[config.mk]
export PLATFORM = sky130hd
export DESIGN_NAME = pipeline_mem_arbiter
export DESIGN_NICKNAME = d
export VERILOG_FILES = /design/src/rtl/pipeline_mem_arbiter_pkg.sv /design/src/rtl/pipeline_mem_arbiter_streak_counter.sv /design/src/rtl/pipeline_mem_arbiter.sv
export SDC_FILE = /design/constraint.sdc
export NUM_CORES = 1
export LEC_CHECK = 0
export ABC_CLOCK_PERIOD_IN_PS = 4300
export BUFFER_PORTS_ARGS = -buffer_cell sky130_fd_sc_hd__buf_4
export CORE_MARGIN = 3
export CORE_UTILIZATION = 35
export CTS_CLUSTER_DIAMETER = 50
export DETAILED_ROUTE_END_ITERATION = 10
export MAX_ROUTING_LAYER = met4
export PLACE_DENSITY = 0.7
export SYNTH_ARGS = -nofsm -noshare
export SYNTH_HDL_FRONTEND = slang
export SYNTH_SLANG_ARGS = --single-unit
[constraint.sdc]
create_clock -name clk -period 4.3 [get_ports clk]
set_input_delay 1.29 -clock clk [delete_from_list [all_inputs] [get_ports clk]]
set_output_delay 1.29 -clock clk [all_outputs]
set_load 0.03 [all_outputs]
[src/rtl/pipeline_mem_arbiter_pkg.sv]
// rtl/pipeline_mem_arbiter_pkg.sv - shared state encodings and arbitration helper for the IF/MEM memory arbiter
package pipeline_mem_arbiter_pkg;

    typedef enum logic [1:0] {
        ST_IDLE   = 2'd0,
        ST_BUSY_I = 2'd1,
        ST_BUSY_D = 2'd2
    } arb_state_e;

    // MEM wins a collision until it has taken its allowance of back-to-back grants while IF waits
    function automatic logic d_wins(input logic d_req, input logic if_req, input logic streak_full);
        return d_req & (~if_req | ~streak_full);
    endfunction

endpackage

[src/rtl/pipeline_mem_arbiter_streak_counter.sv]
// rtl/pipeline_mem_arbiter_streak_counter.sv - saturating count of consecutive MEM grants taken while IF waits
module arb_streak_counter #(
    parameter int MAX_COUNT = 4,
    parameter int CNT_W     = $clog2(MAX_COUNT + 1)
) (
    input  logic clk,
    input  logic reset,
    input  logic clr_i,
    input  logic inc_i,
    output logic full_o
);

    logic [CNT_W-1:0] count_q;
    logic [CNT_W-1:0] count_d;

    always_comb begin
        count_d = count_q;
        if (clr_i) begin
            count_d = '0;
        end else if (inc_i && (count_q != CNT_W'(MAX_COUNT))) begin
            count_d = count_q + 1'b1;
        end
    end

    always_ff @(posedge clk or posedge reset) begin
        if (reset) begin
            count_q <= '0;
        end else begin
            count_q <= count_d;
        end
    end

    assign full_o = (count_q == CNT_W'(MAX_COUNT));

endmodule

[src/rtl/pipeline_mem_arbiter.sv]
// rtl/pipeline_mem_arbiter.sv - shares one single-ported memory between the IF and MEM pipeline stages
import pipeline_mem_arbiter_pkg::*;

module pipeline_mem_arbiter #(
    parameter int ADDR_W       = 32,
    parameter int DATA_W       = 32,
    parameter int MAX_D_STREAK = 4
) (
    input  logic              clk,
    input  logic              reset,
    input  logic              if_req,
    input  logic [ADDR_W-1:0] if_addr,
    output logic [DATA_W-1:0] if_rdata,
    output logic              if_ready,
    input  logic              d_req,
    input  logic              d_we,
    input  logic [ADDR_W-1:0] d_addr,
    input  logic [DATA_W-1:0] d_wdata,
    output logic [DATA_W-1:0] d_rdata,
    output logic              d_ready,
    output logic              stall_if,
    output logic              stall_mem,
    output logic              mem_req,
    output logic              mem_we,
    output logic [ADDR_W-1:0] mem_addr,
    output logic [DATA_W-1:0] mem_wdata,
    input  logic              mem_ack,
    input  logic [DATA_W-1:0] mem_rdata
);

    arb_state_e        state_q, state_d;
    logic              mem_req_q, mem_req_d;
    logic              mem_we_q, mem_we_d;
    logic [ADDR_W-1:0] mem_addr_q, mem_addr_d;
    logic [DATA_W-1:0] mem_wdata_q, mem_wdata_d;

    logic streak_clr;
    logic streak_inc;
    logic streak_full;

    arb_streak_counter #(
        .MAX_COUNT (MAX_D_STREAK)
    ) u_streak (
        .clk    (clk),
        .reset  (reset),
        .clr_i  (streak_clr),
        .inc_i  (streak_inc),
        .full_o (streak_full)
    );

    always_comb begin
        state_d     = state_q;
        mem_req_d   = mem_req_q;
        mem_we_d    = mem_we_q;
        mem_addr_d  = mem_addr_q;
        mem_wdata_d = mem_wdata_q;
        streak_clr  = 1'b0;
        streak_inc  = 1'b0;

        case (state_q)
            ST_IDLE: begin
                if (d_wins(d_req, if_req, streak_full)) begin
                    state_d     = ST_BUSY_D;
                    mem_req_d   = 1'b1;
                    mem_we_d    = d_we;
                    mem_addr_d  = d_addr;
                    mem_wdata_d = d_wdata;
                    // a MEM grant only counts against IF when IF is actually waiting
                    streak_inc  = if_req;
                    streak_clr  = ~if_req;
                end else if (if_req) begin
                    state_d     = ST_BUSY_I;
                    mem_req_d   = 1'b1;
                    mem_we_d    = 1'b0;
                    mem_addr_d  = if_addr;
                    mem_wdata_d = '0;
                    streak_clr  = 1'b1;
                end else begin
                    streak_clr  = 1'b1;
                end
            end
            ST_BUSY_I, ST_BUSY_D: begin
                if (mem_ack) begin
                    state_d   = ST_IDLE;
                    mem_req_d = 1'b0;
                end
            end
            default: begin
                state_d   = ST_IDLE;
                mem_req_d = 1'b0;
            end
        endcase
    end

    always_ff @(posedge clk or posedge reset) begin
        if (reset) begin
            state_q     <= ST_IDLE;
            mem_req_q   <= 1'b0;
            mem_we_q    <= 1'b0;
            mem_addr_q  <= '0;
            mem_wdata_q <= '0;
        end else begin
            state_q     <= state_d;
            mem_req_q   <= mem_req_d;
            mem_we_q    <= mem_we_d;
            mem_addr_q  <= mem_addr_d;
            mem_wdata_q <= mem_wdata_d;
        end
    end

    // an ack arriving while IDLE belongs to no access and is dropped here
    assign if_ready  = (state_q == ST_BUSY_I) & mem_ack;
    assign d_ready   = (state_q == ST_BUSY_D) & mem_ack;
    assign if_rdata  = mem_rdata;
    assign d_rdata   = mem_rdata;
    assign stall_if  = if_req & ~if_ready;
    assign stall_mem = d_req & ~d_ready;

    assign mem_req   = mem_req_q;
    assign mem_we    = mem_we_q;
    assign mem_addr  = mem_addr_q;
    assign mem_wdata = mem_wdata_q;

endmodule
==> flow_summary_export.csv, run 1 <==
group,metric,value,unit
cts,clk_latency,0.34,ns
finish,final_common_cell,"buf_4",
sta,worst_pin_slew,0.917,ns
synth,yosysSeqAreaShare,0.469,
worst_setup_path,crit_family,"buffers and inverters",
floorplanning,coreArea,0.0104,mm2
worst_setup_path,endpoint_kind,"primary output",
worst_setup_path,cp_num_buf_inv,2,
sta,period_needed,3.36,ns
placement,gp_congestion,0.718,
routing,firstDrtPassIters,4,
pwr,power_leakage,2.40,nW
floorplanning,start_util,0.364,
finish,fin_util,0.473,
cts,ctsHoldBuffers,0,
floorplanning,fp-row-count,37,
sta,setup_tns,0,ns
routing,drt_wl_total,9.94,mm
worst_setup_path,cpMostUsedCell,"buf_4",
finish,fillCellCount,1004,
sta,setup_ws,0.937,ns
routing,vias_per_cell,4.93,
placement,dp_hpwl,7.22,mm
run,max_cap_viol_count,0,
floorplanning,die_x,110,um
pwr,powerDensity,799,mW/mm2
finish,finalNetCount,660,
synth,avgSynthCellArea,8.83,um2
finish,diodes,0,
sta,rsz0062_at_grt,"no",
status,status,"finished, final reports clean",
sta,setup_viol,0,
sta,drv_slew,0,
cts,cts_tree,"yes",
cts,h-tree-depth,3,
pwr,vdd_drop_max,0.000303,V
finish,mostFrequentLayoutCells,"175 x buf_4, 133 x nand2_1, 71 x dfrtp_1",
finish,multiInputGateArea,0.00134,mm2
sta,layout_worst_path_cycle_share,0.782,
worst_setup_path,crit_chain,"buf_4 > nor2b_1 > buf_4",
sta,fmax,297,MHz
cts,cts.path.max_buffers,2,
routing,ant_nets,0,
synth,synth_seq_cells,71,
worst_setup_path,crit_path_max_fanout,40,
cts,clock-sinks,71,
synth,syn_inst,429,
finish,regArea,0.00178,mm2
floorplanning,dieArea,0.0121,mm2
global_routing,grt_pass1_vias,3135,
global_routing,antenna_found_initial,0,
worst_setup_path,max_stage_delay,0.41,ns
placement,place_ws,0.953,ns
routing,drc,0,
global_routing,grt_max_degree,41,
worst_setup_path,required,3.01,ns
routing,wl_per_cell,15.0,um
cts,cts_resized,0,
routing,drtIter0Drc,181,
placement,io_buffers,171,
floorplanning,fp.dieH,110,um
synth,synthDominantCellAreaShare,0.469,
routing,num_vias,3264,
synth,syn-num-nets,568,
cts,post_cts.repair.setup_buffers,0,
worst_setup_path,cp_slowest_cell,"buf_4",
worst_setup_path,crit_arrival,2.07,ns
floorplanning,ios,268,
cts,numCtsBuffers,9,
worst_hold_path,min_path_type,"reg -> reg",
worst_setup_path,startpoint_type,"primary input",
worst_setup_path,crit_type,"in -> out",
synth,yosys.area.top_type,"dfrtp_1",
sta,slew_headroom,0.387,
global_routing,grt_usage,0.164,
cts,cts-root-buf,"clkbuf_8",
global_routing,grt_first_pass_wirelength,15.2,mm
synth,synthesis.area,0.00379,mm2
synth,synth.top_cells.by_area,"dfrtp_1 47%, buf_4 14%, nand2_1 13%",
finish,area_delta_synth_final,30.1,%
synth,synth_cell_types,24,
synth,yosys_warnings,0,
sta,clock_skew,0.0106,ns
global_routing,overflow,0,
sta,hold_viol,0,
finish,layout-drive-gt1-share,0.378,
cts,path_clk_slew,0.07,ns
-- synth_stat cells (all sizes together) --
cell type / instances
o21ai: 34
mux2i: 1
nand3: 2
o21a: 1
buf: 84
nand4: 33
ha: 5
nor2b: 3
mux2: 1
o22ai: 2
nor2: 2
nand2: 133
a21o: 2
o211ai: 32
and2: 3
dfrtp: 71
inv: 6
clkbuf: 12
a22o: 2
-- kinds of logic after synthesis --
kind of cell               synth area share
and+or+nand+nor                       0.204
adders and majority gates            0.0165
AOI/OAI and AO/OA                     0.124
buffers and inverters                 0.181
muxes                               0.00562
DFF                                   0.469
-- sequential cells by signal, summed over array words and instances, names as in the netlist --
name,count
mem_addr,32
u_streak.count_q,3
mem_req,1
state_q,2
mem_wdata,32
mem_we,1
-- tightest hold or removal path: stages, from the launching register on --
cell	delay (ns)
dfrtp_1	0.34
nand2_1	0.05
o21ai_0	0.06
-- final timing paths --
| path | startpoint | end | slack (ns) | cells after the start |
|---|---|---|---|---|
| min reg2reg | mem_wdata[17]$_DFFE_PP0P_ | mem_wdata[17]$_DFFE_PP0P_ | 0.48 | 2 |
| min | mem_wdata[17]$_DFFE_PP0P_ | mem_wdata[17]$_DFFE_PP0P_ | 0.48 | 2 |
| max reg2reg | u_streak.count_q[0]$_DFFE_PP0P_ | mem_wdata[15]$_DFFE_PP0P_ | 2.00 | 5 |
| max | d_req | stall_mem | 0.94 | 3 |
| min in group asynchronous | reset | mem_wdata[28]$_DFFE_PP0P_ | 1.06 | 3 |
| max in group asynchronous | reset | mem_addr[21]$_DFFE_PP0P_ | 2.90 | 3 |
-- metrics by stage --
stage / area, um2 / cells / hold WS, ns / total power, mW
after floorplan: 3790 / 429 / 0.492 / 2.60
after global placement: 4660 / 646 / 0.464 / 3.23
after detailed placement: 4660 / 646 / 0.472 / 3.27
after CTS: 4930 / 662 / 0.489 / 3.99
after global routing: 4930 / 662 / 0.511 / 4.22
final: 4930 / 662 / 0.483 / 3.94
-- layer usage --
metal	GRT usage	vias up	wire length [um]
met1	0.195	1542	4050
met2	0.277	157	4950
li1	-	1558	-
met5	-	-	0
met3	0.0419	7	863
met4	0.0445	0	79
-- cell type report --
type / instances / share of cell area
clock buffer: 9 / 0.0251
clock inverter: 7 / 0.0289
inverter: 6 / 0.00457
multi-input combinational: 256 / 0.271
sequential: 71 / 0.361
tap: 136 / 0.0345
timing repair buffer: 177 / 0.275
-- report_power, final --
part | total [mW] | switching (mW) | internal, mW
Clock | 0.711 | 0.263 | 0.447
Sequential | 1.17 | 0.188 | 0.983
Combinational | 2.06 | 1.31 | 0.746
Total | 3.94 | 1.76 | 2.18
Note: power is estimated with default switching activity, not from simulation.
==> run 2, diff against run 1 <==
ABC_CLOCK_PERIOD_IN_PS = 3400   (was 4300)
clock period = 3.4 ns   (was 4.3 ns; I/O delays follow)
==> run 2 against run 1 <==
Compared with the run above:
- non-clock buffer count rose by 3
- design area shrank 1.7%
- flip-flop and latch count stayed put
- critical endpoint is now stall_if
- largest cell class unchanged
- largest power group unchanged
==> flow_summary_export.csv, run 2 (synthesis results as in run 1) <==
group,metric,value,unit
floorplanning,fp-row-count,37,
global_routing,overflow,0,
floorplanning,die_x,110,um
placement,place_ws,0.601,ns
sta,hold_slack,0.481,ns
pwr,clkPwrFrac,0.127,
routing,firstDrtPassIters,4,
pwr,power_leakage,2.36,nW
cts,clk_latency,0.33,ns
placement,io_buffers,171,
pwr,totalPowerFinal,4.67,mW
finish,finalNetCount,663,
cts,numCtsBuffers,9,
finish,diodes,0,
pwr,power.sequential.fraction,0.317,
sta,setup_ws,0.797,ns
pwr,p_sw_frac,0.472,
worst_setup_path,r2r-start,"u_streak.count_q[0]$_DFFE_PP0P_",
cts,cts-root-buf,"clkbuf_8",
cts,cts_tree,"yes",
pwr,vdd_drop_max,0.000372,V
sta,layout_worst_path_cycle_share,0.765,
floorplanning,fp.dieH,110,um
worst_setup_path,endpoint_kind,"primary output",
global_routing,antenna_found_initial,0,
finish,area_delta_synth_final,27.8,%
worst_setup_path,startpoint_type,"primary input",
cts,clock-sinks,71,
placement,dp_hpwl,7.34,mm
worst_hold_path,min_path_type,"reg -> reg",
run,max_cap_viol_count,0,
worst_hold_path,holdPathEnd,"mem_wdata[15]$_DFFE_PP0P_",
worst_setup_path,required,2.38,ns
worst_setup_path,crit_type,"in -> out",
finish,regArea,0.00178,mm2
floorplanning,ios,268,
cts,post_cts.repair.setup_buffers,0,
cts,cts_resized,0,
routing,drtIter0Drc,150,
sta,fmax,384,MHz
sta,hold_viol,0,
routing,drt_wl_total,9.84,mm
cts,path_clk_slew,0.07,ns
sta,period_needed,2.60,ns
worst_setup_path,crit_path_max_fanout,3,
routing,num_vias,3196,
routing,ant_nets,0,
finish,stdcell_count,664,
global_routing,grt_first_pass_wirelength,15.1,mm
floorplanning,dieArea,0.0121,mm2
floorplanning,start_util,0.364,
pwr,powerDensity,964,mW/mm2
finish,layout-drive-gt1-share,0.381,
finish,multiInputGateArea,0.00134,mm2
routing,wl_per_cell,14.8,um
sta,slew_headroom,0.388,
worst_setup_path,r2r_slack,1.14,ns
sta,clock_skew,0.00947,ns
worst_hold_path,hp-start,"mem_wdata[15]$_DFFE_PP0P_",
sta,setup_viol,0,
finish,fillCellCount,1014,
sta,setup_tns,0,ns
placement,placed_cells,649,
cts,cts.path.max_buffers,2,
cts,ctsHoldBuffers,0,
worst_hold_path,whs_path_depth,2,
sta,rsz0062_at_grt,"no",
status,status,"finished, final reports clean",
pwr,internal-power,2.46,mW
floorplanning,coreArea,0.0104,mm2
worst_setup_path,reg2reg_depth,5,
cts,h-tree-depth,3,
sta,drv_slew,0,
routing,vias_per_cell,4.81,
placement,gp_congestion,0.704,
worst_setup_path,r2r-end,"mem_wdata[8]$_DFFE_PP0P_",
routing,drc,0,
global_routing,grt_usage,0.163,
finish,final_common_cell,"buf_4",
pwr,p_comb_frac,0.556,
worst_setup_path,crit_arrival,1.58,ns
global_routing,grt_max_degree,40,
finish,mostFrequentLayoutCells,"179 x buf_4, 133 x nand2_1, 71 x dfrtp_1",
pwr,p_sw,2.21,mW
global_routing,grt_pass1_vias,3120,
sta,worst_pin_slew,0.915,ns
## run 2: worst max-delay path, cell delays in order
cell and delay (ns):
buf_4 0.12, and2_1 0.16, nor2b_1 0.11, buf_4 0.17
## run 2: worst max-delay path by stage
stage | start | end | slack [ns] | depth (start not counted)
after detailed placement | if_req | mem_wdata[8]$_DFFE_PP0P_ | 0.60 | 4
after global routing | mem_ack | stall_if | 0.75 | 4
after CTS | mem_ack | stall_if | 0.79 | 4
final | mem_ack | stall_if | 0.80 | 4
after floorplan | d_req | stall_mem | 0.42 | 3
after global placement | if_req | mem_wdata[2]$_DFFE_PP0P_ | 0.68 | 4
## run 2: layer usage
metal / track usage / up-vias / part of all wire
li1: - / 1565 / -
met4: 0.0481 / 0 / 0.0090
met2: 0.279 / 138 / 0.50
met5: - / - / 0
met1: 0.195 / 1485 / 0.42
met3: 0.0332 / 8 / 0.075
## run 2: final cells by class
class	count	share of cell area
Inverter	6	0.00465
Clock buffer	10	0.0284
Multi-Input combinational cell	256	0.276
Clock inverter	5	0.00698
Sequential cell	71	0.367
Timing Repair Buffer	180	0.282
Tap cell	136	0.0351
## run 2: power groups by stage
stage                     Combinational (mW)  Clock [mW]  Sequential (mW)
final                                   2.60       0.591             1.48
after global routing                    2.83       0.654             1.54
after CTS                               2.63       0.621             1.49
after detailed placement                2.63           0             1.49
after global placement                  2.58           0             1.49
after floorplan                         1.09           0             2.20
## run 2: metrics by stage
step | instance area [um2] | util
5_1_grt | 4840 | 0.465
6_report | 4840 | 0.465
3_5_place_dp | 4670 | 0.448
4_1_cts | 4840 | 0.465
2_1_floorplan | 3790 | -
3_3_place_gp | 4670 | 0.448
==> run 3, diff against run 2 <==
ABC_CLOCK_PERIOD_IN_PS = 2300   (was 3400)
PLACE_DENSITY = 0.73   (was 0.7)
clock period = 2.3 ns   (was 3.4 ns; I/O delays follow)
==> run 3 against run 2 <==
Compared with the run above:
- flip-flop and latch count is the same
- clock skew up 0.0045 ns
- utilization up 0.74 points
- count of clock-buffer cells in the layout stayed put
- register-to-register slack got worse by 0.61 ns
- highest routed layer unchanged
==> flow_summary_export.csv, run 3 (synthesis results as in run 1) <==
group,metric,value,unit
global_routing,grt_first_pass_wirelength,15.0,mm
cts,clock-sinks,71,
worst_setup_path,endpoint_kind,"primary output",
sta,worst_pin_slew,0.564,ns
sta,clock_skew,0.0140,ns
sta,setup_viol,0,
finish,fin_area,0.00492,mm2
sta,layout_worst_path_cycle_share,0.930,
sta,period_needed,2.14,ns
sta,hold_slack,0.404,ns
cts,path_clk_slew,0.08,ns
sta,drv_slew,0,
worst_setup_path,crit_arrival,1.45,ns
worst_setup_path,reg2reg_depth,7,
placement,placed_cells,652,
pwr,vdd_drop_max,0.000585,V
finish,stdcell_count,668,
sta,hold_viol,0,
pwr,power_leakage,2.39,nW
global_routing,grt_usage,0.164,
run,max_cap_viol_count,0,
sta,fmax,467,MHz
cts,cts_resized,0,
worst_setup_path,r2r_slack,0.53,ns
worst_setup_path,r2r-end,"mem_addr[15]$_DFFE_PP0P_",
pwr,p_comb_frac,0.551,
floorplanning,die_x,110,um
placement,dp_hpwl,7.56,mm
sta,slew_headroom,0.623,
global_routing,grt_pass1_vias,3144,
routing,vias_per_cell,4.89,
finish,finalNetCount,666,
floorplanning,dieArea,0.0121,mm2
global_routing,overflow,0,
cts,ctsHoldBuffers,0,
worst_setup_path,required,1.61,ns
finish,area_delta_synth_final,29.9,%
floorplanning,fp.dieH,110,um
routing,drtIter0Drc,183,
finish,fillCellCount,996,
floorplanning,ios,268,
cts,numCtsBuffers,9,
pwr,power.sequential.fraction,0.310,
floorplanning,coreArea,0.0104,mm2
worst_setup_path,r2r-start,"state_q[0]$_DFFE_PP0P_",
pwr,totalPowerFinal,7.04,mW
placement,io_buffers,171,
routing,drc,0,
global_routing,grt_max_degree,40,
status,status,"finished, final reports clean",
routing,num_vias,3268,
cts,cts_tree,"yes",
finish,layout-drive-gt1-share,0.385,
pwr,p_sw,3.29,mW
routing,wl_per_cell,15.1,um
routing,firstDrtPassIters,6,
cts,post_cts.repair.setup_buffers,0,
floorplanning,fp-row-count,37,
pwr,powerDensity,1430,mW/mm2
cts,h-tree-depth,3,
cts,clk_latency,0.34,ns
finish,mostFrequentLayoutCells,"180 x buf_4, 133 x nand2_1, 71 x dfrtp_1",
worst_hold_path,min_path_type,"in -> async",
pwr,p_sw_frac,0.467,
global_routing,antenna_found_initial,0,
placement,gp_congestion,0.768,
finish,diodes,0,
routing,drt_wl_total,10.1,mm
pwr,internal-power,3.75,mW
worst_setup_path,crit_path_max_fanout,3,
routing,ant_nets,0,
finish,final_common_cell,"buf_4",
sta,rsz0062_at_grt,"no",
cts,cts.path.max_buffers,2,
worst_setup_path,crit_type,"reg -> out",
sta,setup_tns,0,ns
floorplanning,start_util,0.364,
pwr,clkPwrFrac,0.140,
placement,placed_cell_area,0.00472,mm2
cts,cts-root-buf,"clkbuf_8",
worst_setup_path,startpoint_type,"register",
-- run 3: cell types whose count changed in the layout (fill, tap and decap cells not counted), sizes merged --
cell and change:
bufinv +1, clkinvlp +1, buf +3, clkinv -1
-- run 3: worst max-delay path by stage --
| stage | from | to | slack, ns | cells after the start |
|---|---|---|---|---|
| 2_1_floorplan | d_req | stall_mem | 0.11 | 3 |
| 3_3_place_gp | mem_ack | stall_if | 0.30 | 4 |
| 3_5_place_dp | mem_ack | stall_if | 0.30 | 4 |
| 4_1_cts | state_q[1]$_DFFE_PP0P_ | stall_if | 0.12 | 5 |
| 5_1_grt | state_q[1]$_DFFE_PP0P_ | stall_if | 0.05 | 5 |
| 6_report | state_q[1]$_DFFE_PP0P_ | stall_if | 0.16 | 5 |
-- run 3: power by group through the flow --
| stage | registers [mW] | logic, mW | clock network [mW] |
|---|---|---|---|
| after CTS | 2.19 | 3.94 | 1.02 |
| final | 2.18 | 3.88 | 0.985 |
| after floorplan | 3.26 | 1.61 | 0 |
| after detailed placement | 2.20 | 3.95 | 0 |
| after global routing | 2.26 | 4.23 | 1.08 |
| after global placement | 2.19 | 3.86 | 0 |
-- run 3: through the flow --
stage          setup WS [ns]   util
2_1_floorplan          0.112      -
3_3_place_gp           0.304  0.454
3_5_place_dp           0.301  0.454
4_1_cts                0.116  0.472
5_1_grt               0.0462  0.472
6_report               0.160  0.472
-- run 3: final cells by class --
type / instances / area (um2) / share of cell area
repair buffers: 183 / 1410 / 0.287
flip-flops and latches: 71 / 1780 / 0.361
clock buffers: 10 / 128 / 0.0259
clock inverters: 6 / 67.6 / 0.0137
inverters: 6 / 26.3 / 0.00534
multi-input cells: 256 / 1340 / 0.272
well taps: 136 / 170 / 0.0346
-- run 3: metal layers --
metal	track usage	vias up	wire, um
met3	0.0524	27	909
met1	0.189	1512	4000
met5	-	-	0
met2	0.270	153	4970
li1	-	1576	-
met4	0.0579	0	180
-- run 3: critical path, cell delays in order (launching register included) --
cell,delay (ns)
dfrtp_1,0.39
inv_1,0.08
ha_1,0.18
and2_1,0.15
nor2b_1,0.14
buf_4,0.18
